==> src/rtl/led_pattern_sequencer_if.sv <==
// Button/LED bundle between the board pins and the pattern sequencer.
interface led_pattern_sequencer_if #(
  parameter int unsigned LED_W = 4
);
  logic             BTNC;
  logic             BTND;
  logic [LED_W-1:0] LED;
  logic [1:0]       MODE;
  logic             STEP_PULSE;

  // Board side: drives the raw buttons, observes the LEDs
  modport master (
    output BTNC,
    output BTND,
    input  LED,
    input  MODE,
    input  STEP_PULSE
  );

  // Sequencer side
  modport slave (
    input  BTNC,
    input  BTND,
    output LED,
    output MODE,
    output STEP_PULSE
  );
endinterface

==> src/rtl/led_pattern_sequencer.sv <==
// LED pattern sequencer: debounced step/mode buttons, four pattern modes,
// optional prescaler that auto-steps the pattern.
module led_pattern_sequencer #(
  parameter int unsigned LED_W           = 4,
  parameter int unsigned DEBOUNCE_CYCLES = 4,
  parameter int unsigned AUTO_DIV        = 0
) (
  input logic                    CLK100MHZ,
  input logic                    BTNU,
  led_pattern_sequencer_if.slave bus
);

  localparam int unsigned CntW = (DEBOUNCE_CYCLES > 1) ? $clog2(DEBOUNCE_CYCLES) : 1;
  localparam logic [CntW-1:0] CntMax = CntW'(DEBOUNCE_CYCLES - 1);
  localparam int unsigned PreW = (AUTO_DIV > 1) ? $clog2(AUTO_DIV) : 1;
  localparam logic [PreW-1:0] PreMax = PreW'((AUTO_DIV > 0) ? AUTO_DIV - 1 : 0);

  typedef enum logic [1:0] {
    ModeUp      = 2'd0,
    ModeDown    = 2'd1,
    ModeRing    = 2'd2,
    ModeJohnson = 2'd3
  } mode_t;

  // Index 0 = step button (BTNC), index 1 = mode button (BTND)
  logic [1:0]      w_raw;
  logic [1:0]      r_s1;
  logic [1:0]      r_s2;
  logic [1:0]      r_st;
  logic [1:0]      r_st_d;
  logic [CntW-1:0] r_cnt [2];
  logic [PreW-1:0] r_presc;
  mode_t           r_mode;
  logic [LED_W-1:0] r_led;

  logic [1:0]       w_press;
  logic             w_mode_evt;
  logic             w_tick;
  logic             w_step;
  mode_t            w_mode_next;
  logic [LED_W-1:0] w_led_step;
  logic [LED_W-1:0] w_seed_next;

  assign w_raw = {bus.BTND, bus.BTNC};

  // Synchronise both buttons and accept a change only after it has been stable long enough
  always_ff @(posedge CLK100MHZ) begin
    if (BTNU) begin
      r_s1   <= '0;
      r_s2   <= '0;
      r_st   <= '0;
      r_st_d <= '0;
      for (int i = 0; i < 2; i++) begin
        r_cnt[i] <= '0;
      end
    end else begin
      r_s1   <= w_raw;
      r_s2   <= r_s1;
      r_st_d <= r_st;
      for (int i = 0; i < 2; i++) begin
        if (r_s2[i] == r_st[i]) begin
          r_cnt[i] <= '0;
        end else if (r_cnt[i] == CntMax) begin
          r_st[i]  <= r_s2[i];
          r_cnt[i] <= '0;
        end else begin
          r_cnt[i] <= r_cnt[i] + 1'b1;
        end
      end
    end
  end

  // Only accepted rising edges produce events; releases are ignored
  assign w_press    = r_st & ~r_st_d;
  assign w_mode_evt = w_press[1];
  assign w_tick     = (AUTO_DIV > 0) && (r_presc == PreMax);
  assign w_step     = w_press[0] | w_tick;

  // Auto-step prescaler, restarted by a mode change so the new pattern gets a full period
  always_ff @(posedge CLK100MHZ) begin
    if (BTNU || w_mode_evt) begin
      r_presc <= '0;
    end else if (AUTO_DIV > 0) begin
      r_presc <= (r_presc == PreMax) ? '0 : r_presc + 1'b1;
    end
  end

  // Step rule of the current mode and seed of the following mode
  always_comb begin
    w_mode_next = mode_t'(r_mode + 2'd1);
    w_led_step  = r_led;
    w_seed_next = '0;
    unique case (r_mode)
      ModeUp:      w_led_step = r_led + 1'b1;
      ModeDown:    w_led_step = r_led - 1'b1;
      ModeRing:    w_led_step = {r_led[LED_W-2:0], r_led[LED_W-1]};
      ModeJohnson: w_led_step = {r_led[LED_W-2:0], ~r_led[LED_W-1]};
      default:     w_led_step = r_led;
    endcase
    unique case (w_mode_next)
      ModeUp:      w_seed_next = '0;
      ModeDown:    w_seed_next = '1;
      ModeRing:    w_seed_next = LED_W'(1);
      ModeJohnson: w_seed_next = '0;
      default:     w_seed_next = '0;
    endcase
  end

  // Mode/pattern state; a mode change wins over a coincident step
  always_ff @(posedge CLK100MHZ) begin
    if (BTNU) begin
      r_mode <= ModeUp;
      r_led  <= '0;
    end else if (w_mode_evt) begin
      r_mode <= w_mode_next;
      r_led  <= w_seed_next;
    end else if (w_step) begin
      r_led  <= w_led_step;
    end
  end

  assign bus.LED        = r_led;
  assign bus.MODE       = r_mode;
  assign bus.STEP_PULSE = w_step & ~w_mode_evt;

endmodule

==> src/flat_wrapper.sv <==
// flat-port wrapper written by rule: the top's interface ports become plain ports
module led_pattern_sequencer_flat 
#(
  parameter int unsigned LED_W           = 4,
  parameter int unsigned DEBOUNCE_CYCLES = 4,
  parameter int unsigned AUTO_DIV        = 0
)
  (CLK100MHZ, BTNU, bus_BTNC, bus_BTND, bus_LED, bus_MODE, bus_STEP_PULSE);
  led_pattern_sequencer_if #(.LED_W(LED_W)) bus_i ();
  input logic CLK100MHZ;
  input logic BTNU;
  input wire logic [$bits(bus_i.BTNC)-1:0] bus_BTNC;
  input wire logic [$bits(bus_i.BTND)-1:0] bus_BTND;
  output wire logic [$bits(bus_i.LED)-1:0] bus_LED;
  output wire logic [$bits(bus_i.MODE)-1:0] bus_MODE;
  output wire logic [$bits(bus_i.STEP_PULSE)-1:0] bus_STEP_PULSE;
  assign bus_i.BTNC = bus_BTNC;
  assign bus_i.BTND = bus_BTND;
  assign bus_LED = bus_i.LED;
  assign bus_MODE = bus_i.MODE;
  assign bus_STEP_PULSE = bus_i.STEP_PULSE;
  led_pattern_sequencer #(.LED_W(LED_W), .DEBOUNCE_CYCLES(DEBOUNCE_CYCLES), .AUTO_DIV(AUTO_DIV)) u_core (.CLK100MHZ(CLK100MHZ), .BTNU(BTNU), .bus(bus_i));
endmodule
==> config.mk <==
export PLATFORM = sky130hd
export DESIGN_NAME = led_pattern_sequencer_flat
export DESIGN_NICKNAME = d
export VERILOG_FILES = /design/src/rtl/led_pattern_sequencer_if.sv /design/src/rtl/led_pattern_sequencer.sv /design/src/flat_wrapper.sv
export SDC_FILE = /design/constraint.sdc
export NUM_CORES = 1
export LEC_CHECK = 0
export CORE_MARGIN = 3
export CORE_UTILIZATION = 47
export CTS_CLUSTER_DIAMETER = 120
export CTS_CLUSTER_SIZE = 20
export DETAILED_ROUTE_END_ITERATION = 10
export PLACE_DENSITY = 0.65
export SYNTH_ARGS = -nofsm -noshare
export SYNTH_HDL_FRONTEND = slang
export SYNTH_SLANG_ARGS = --single-unit
==> constraint.sdc <==
create_clock -name CLK100MHZ -period 2.4 [get_ports CLK100MHZ]
set_clock_uncertainty 0.1 [all_clocks]
set_input_delay 0.24 -clock CLK100MHZ [delete_from_list [all_inputs] [get_ports CLK100MHZ]]
set_output_delay 0.24 -clock CLK100MHZ [all_outputs]
set_load 0.01 [all_outputs]
# Word level (Yosys, flattened, before mapping)
# Memory sizes are Yosys's and may differ from the RTL's.
# Index checks and enable logic that the tools add are counted.
# classes
n_addsub	5
n_reduce_logical	6
bitwise	13
eq_ne	10
muxes	34
# ops
operator	n
$mux 1	24
$pmux 4 s4	1
$eq 2x2->1 const B	6
$mux 2	6
$pmux 4 s3	1
$mux 4	2
$add 2x1->2 const B	3
$or 1x1->1	6
$add 4x1->4 const B	1
$eq 2x1->1 const B	2
$logic_not 2->1	2
$not 1->1	4
$reduce_and 2->1	2
$sub 4x1->4 const B	1
$and 2x2->2	1
$eq 1x1->1	2
$not 2->2	1
$reduce_bool 2->1	1
$reduce_or 2->1	1
$and 1x1->1	1
# totals
regBits	14
output_inout_bits	7
inputBits	4
ramBits	4
memories	1
word_cells	76
# mem_list
memory	depth	word_bits	read_ports	rd_clocked_by_memory_dff	wr	line	rtl
u_core.r_cnt	2	2	2	0	2	led_pattern_sequencer.sv:31	logic [CntW-1:0] r_cnt [2];

# Longest topological paths before layout
# An unclocked memory read counts as a cell.
# logic_depth
ltp_word	8
mapped_depth	9
depth_no_buf	9

# Worst setup path before layout
# No wires, ideal clock.
# synth_path
path_kind	reg-to-reg
from	register u_core.r_mode[1] (netlist: u_core.bus.MODE[1])
to	register u_core.r_led[2] (netlist: u_core.bus.LED[2])
setup_ns	0.121
path_stages_with_launch	10
arrival_ns	1.776
required_time_ns	2.179
synth_period_minus_slack_ns	1.997
setup_slack_ns	0.403
n_path_buf	0
cell_sequence	dfxtp_1 -> inv_1 -> ha_1 -> xor2_1 -> ha_1 -> or2_2 -> mux2i_1 -> a221oi_1 -> a21oi_1 -> a21oi_1
# synth_via
elab_chain_cells	5
elab_cells_between_ends	14
classes_between	add/sub (1); eq/ne (6); mux (4); reduce/logical (3)
# synth_lines
element	line	rtl
from (decl)	led_pattern_sequencer.sv:33	mode_t r_mode;
from (signal assigned)	led_pattern_sequencer.sv:112	r_mode <= ModeUp;
from (signal assigned)	led_pattern_sequencer.sv:115	r_mode <= w_mode_next;
$add 2x1->2	led_pattern_sequencer.sv:90	w_mode_next = mode_t'(r_mode + 2'd1);
$eq 2x2->1 / $logic_not 2->1 (equally long branches)	led_pattern_sequencer.sv:100	unique case (w_mode_next)
$reduce_or 2->1 (no source line)	n/a	
$pmux 4 s3	led_pattern_sequencer.sv:100	
$mux 4 *	led_pattern_sequencer.sv:114	end else if (w_mode_evt) begin
to (signal assigned)	led_pattern_sequencer.sv:116	r_led <= w_seed_next;
to (signal assigned)	led_pattern_sequencer.sv:118	r_led <= w_led_step;
to (decl)	led_pattern_sequencer.sv:34	logic [LED_W-1:0] r_led;
# Mark *: on every way between the ends. The rest lies on a longest branch, timed or not. The select of a mux whose other input is x is not followed.
# A chain may end at the register's enable or synchronous reset.

# Final worst setup path
# Ends and elaborated chain as after synthesis.

==> impl_metrics.ini <==
[place]
place_hpwl_um = 1300
gp_congestion = 0.893
port_buffers = 10
placed_area_sq_um = 1100

[clock_tree]
clock_path_buffers = 2
path_clk_slew_ns = 0.09
numCtsBuffers = 3
post-cts-setup-buffer-count = 0
ctsHoldBuffers = 0
numClockSinks = 18
worst_skew_pair.late_latency_ns = 0.29
htree_levels = 1
cts_tree = yes
cts-root-buf = clkbuf_4
ctsResizeCount = 0

[yosys]
synth_compound_gate_area_share_pct = 17.1
ys_types = 28
synthMuxAreaShare_pct = 3.18
synthXorXnorAreaFrac_pct = 5.56
netlist_instances = 100
synthTopCellsByArea = dfxtp_1, edfxtp_1, ha_1
synth_warnings = 0
synthSimpleGateAreaFrac_pct = 17.2
synth.top_cell.area_share_pct = 29.7
synth.avg_cell_area_sq_um = 9.45
synth_top_family_by_area = simple AND/OR/NAND/NOR gates
synth_seq_cells = 18
yosysSeqAreaShare_pct = 42.4
synth_top_area_cell = dfxtp_1
syn_area_sq_um = 945
synthAdderAreaFrac_pct = 10.6

[detailed_routing]
drc = 0
drt-total-wl_um = 1630
ant_nets = 0
vias = 727
drtIter0Drc = 3
dr.pass1.iters = 5
wl_per_cell_um = 11.5
viasPerCell = 5.12

[setup_path]
critPathLaunchType = flop
slowest_stage = dfxtp_1
cp_max_fo = 5
crit_buf_inv = 1
critPathKind = flop to flop
cp.depth = 9
rr_endpoint = u_core.bus.LED[2]
cp.required_ns = 2.48
r2r_setup_slack_ns = 0.36
cp-end-kind = flop
critical-path-top-delay-family = adder cells
cp_slowest_stage_delay_ns = 0.40
worstPathArrival_ns = 2.12
path_cells = inv_1 -> ha_1 -> xor2_1 -> ha_1 -> or2_2 -> mux2i_1 -> a221oi_1 -> a21oi_1 -> a21oi_1
r2r_start = u_core.bus.MODE[1]
rr_worst_depth = 9

[sta]
setup_viol = 0
timing.hold.ws_ns = 0.345
fin_setup_tns_ns = 0
timing.final.crit_period_ns = 2.04
period_share_pct = 85.0
fmax_ghz = 0.490
finalHoldViolCount = 0
rsz0062_at_grt = no
final_max_slew_viol_count = 0

[layout]
fillCellCount = 186
final_cell_mix = dfxtp_1, nor2_1, clkdlybuf4s50_1
drive_above_1_share_pct = 7.69
antennaDiodeCount = 0
nNetsFinal = 131
fin_area_sq_um = 1120
layout_commonest_cell = dfxtp_1
syn_to_final_growth_pct = 19.1

[floorplanning]
die_y_um = 50.8
die_w_um = 50.8
coreArea_sq_um = 1800
initial_core_util_pct = 52.4
dieArea_sq_um = 2580
num_io_pins = 11
core.rowCount = 15

[hold_path]
hold_class = flop to flop
whs_path_depth = 1
hold-path-endpoint = u_core.r_s2[0]
hold_start = u_core.r_s1[0]

[grt]
grt-ovfl-total = 0
grt_pass1_vias = 689
grt_pass1_wl_um = 2870
grt_max_degree = 10
antenna_found_initial = 0
grtUsageTotal_pct = 14.7

[pwr]
max-vdd-ir-drop_uv = 303
p_leak_nw = 0.447
p_per_area_nw_per_um2 = 451

[run_status]
outcome = finished, final reports clean

[flow_run]
maxCapViolCount = 0
cells in the mapped netlist:
| cell type | instances |
|---|---|
| clkbuf_1 | 2 |
| o311ai_0 | 1 |
| ha_1 | 8 |
| o211ai_1 | 1 |
| xor2_1 | 2 |
| a2111oi_2 | 1 |
| a32o_1 | 1 |
| or2_2 | 1 |
| o21ai_0 | 3 |
| nand2b_1 | 3 |
| edfxtp_1 | 4 |
| a211o_1 | 2 |
| a221oi_1 | 2 |
| or3_1 | 2 |
| a311oi_1 | 1 |
| inv_1 | 7 |
| dfxtp_1 | 14 |
| nor2_1 | 12 |
| and2b_2 | 1 |
| o21bai_1 | 1 |
| a21o_1 | 1 |
| nand2_1 | 4 |
| nor2b_1 | 9 |
| o22ai_1 | 1 |
| mux2i_1 | 3 |
| a21oi_1 | 8 |
| xnor2_1 | 4 |
| conb_1 | 1 |
sequential cells by signal, indices dropped and copies added, names as in the netlist:
name / flops
u_core.bus.LED: 4
u_core.bus.MODE: 2
u_core.r_cnt: 4
u_core.r_s1: 2
u_core.r_s2: 2
u_core.r_st: 2
u_core.r_st_d: 2
worst max-delay path by stage:
stage                        from                 to  slack (ns)
2_1_floorplan  u_core.bus.MODE[1]  u_core.bus.LED[2]        0.40
3_3_place_gp   u_core.bus.MODE[1]  u_core.bus.LED[2]        0.41
3_5_place_dp   u_core.bus.MODE[1]  u_core.bus.LED[2]        0.35
4_1_cts        u_core.bus.MODE[1]  u_core.bus.LED[2]        0.34
5_1_grt        u_core.bus.MODE[1]  u_core.bus.LED[2]        0.18
6_report       u_core.bus.MODE[1]  u_core.bus.LED[2]        0.36
per-stage QoR:
step,total power [W],setup WS (ns),cells,utilization [%]
finish,0.000508,0.359,142,62.4
global route,0.000530,0.177,142,62.4
CTS,0.000514,0.344,142,62.4
detailed placement,0.000369,0.347,139,61.2
global placement,0.000368,0.413,139,61.2
floorplan,0.000353,0.403,103,-
area by class of cell:
class,instances,area [sq um],area share (%)
timing repair buffer,13,123,10.9
inverter,7,26.3,2.34
multi-input combinational,76,522,46.4
clock buffer,3,22.5,2.00
sequential,18,400,35.6
tap,25,31.3,2.78
cell families (layout without fill, tap and decap cells):
group / count (synthesis) / count (layout)
simple gates: 32 / 32
compound gates: 23 / 23
flops: 18 / 18
buf+inv: 9 / 23
fa+ha+maj: 8 / 8
xor+xnor: 6 / 6
mux: 3 / 3
other cells: 1 / 4
layer usage:
metal	share of wire, %	vias to the layer above	global-route usage, %	routed length, um
met4	1.2	0	5.38	19
li1	-	376	-	-
met1	46	338	16.7	755
met3	3.9	2	4.08	64
met5	0	-	0	0
met2	48	11	26.1	787
where the power goes:
part	switching, W	internal [W]	total [W]
Sequential	0.00000573	0.000317	0.000323
Combinational	0.0000179	0.0000210	0.0000389
Clock	0.0000872	0.0000583	0.000146
(Power assumes the default switching activity.)
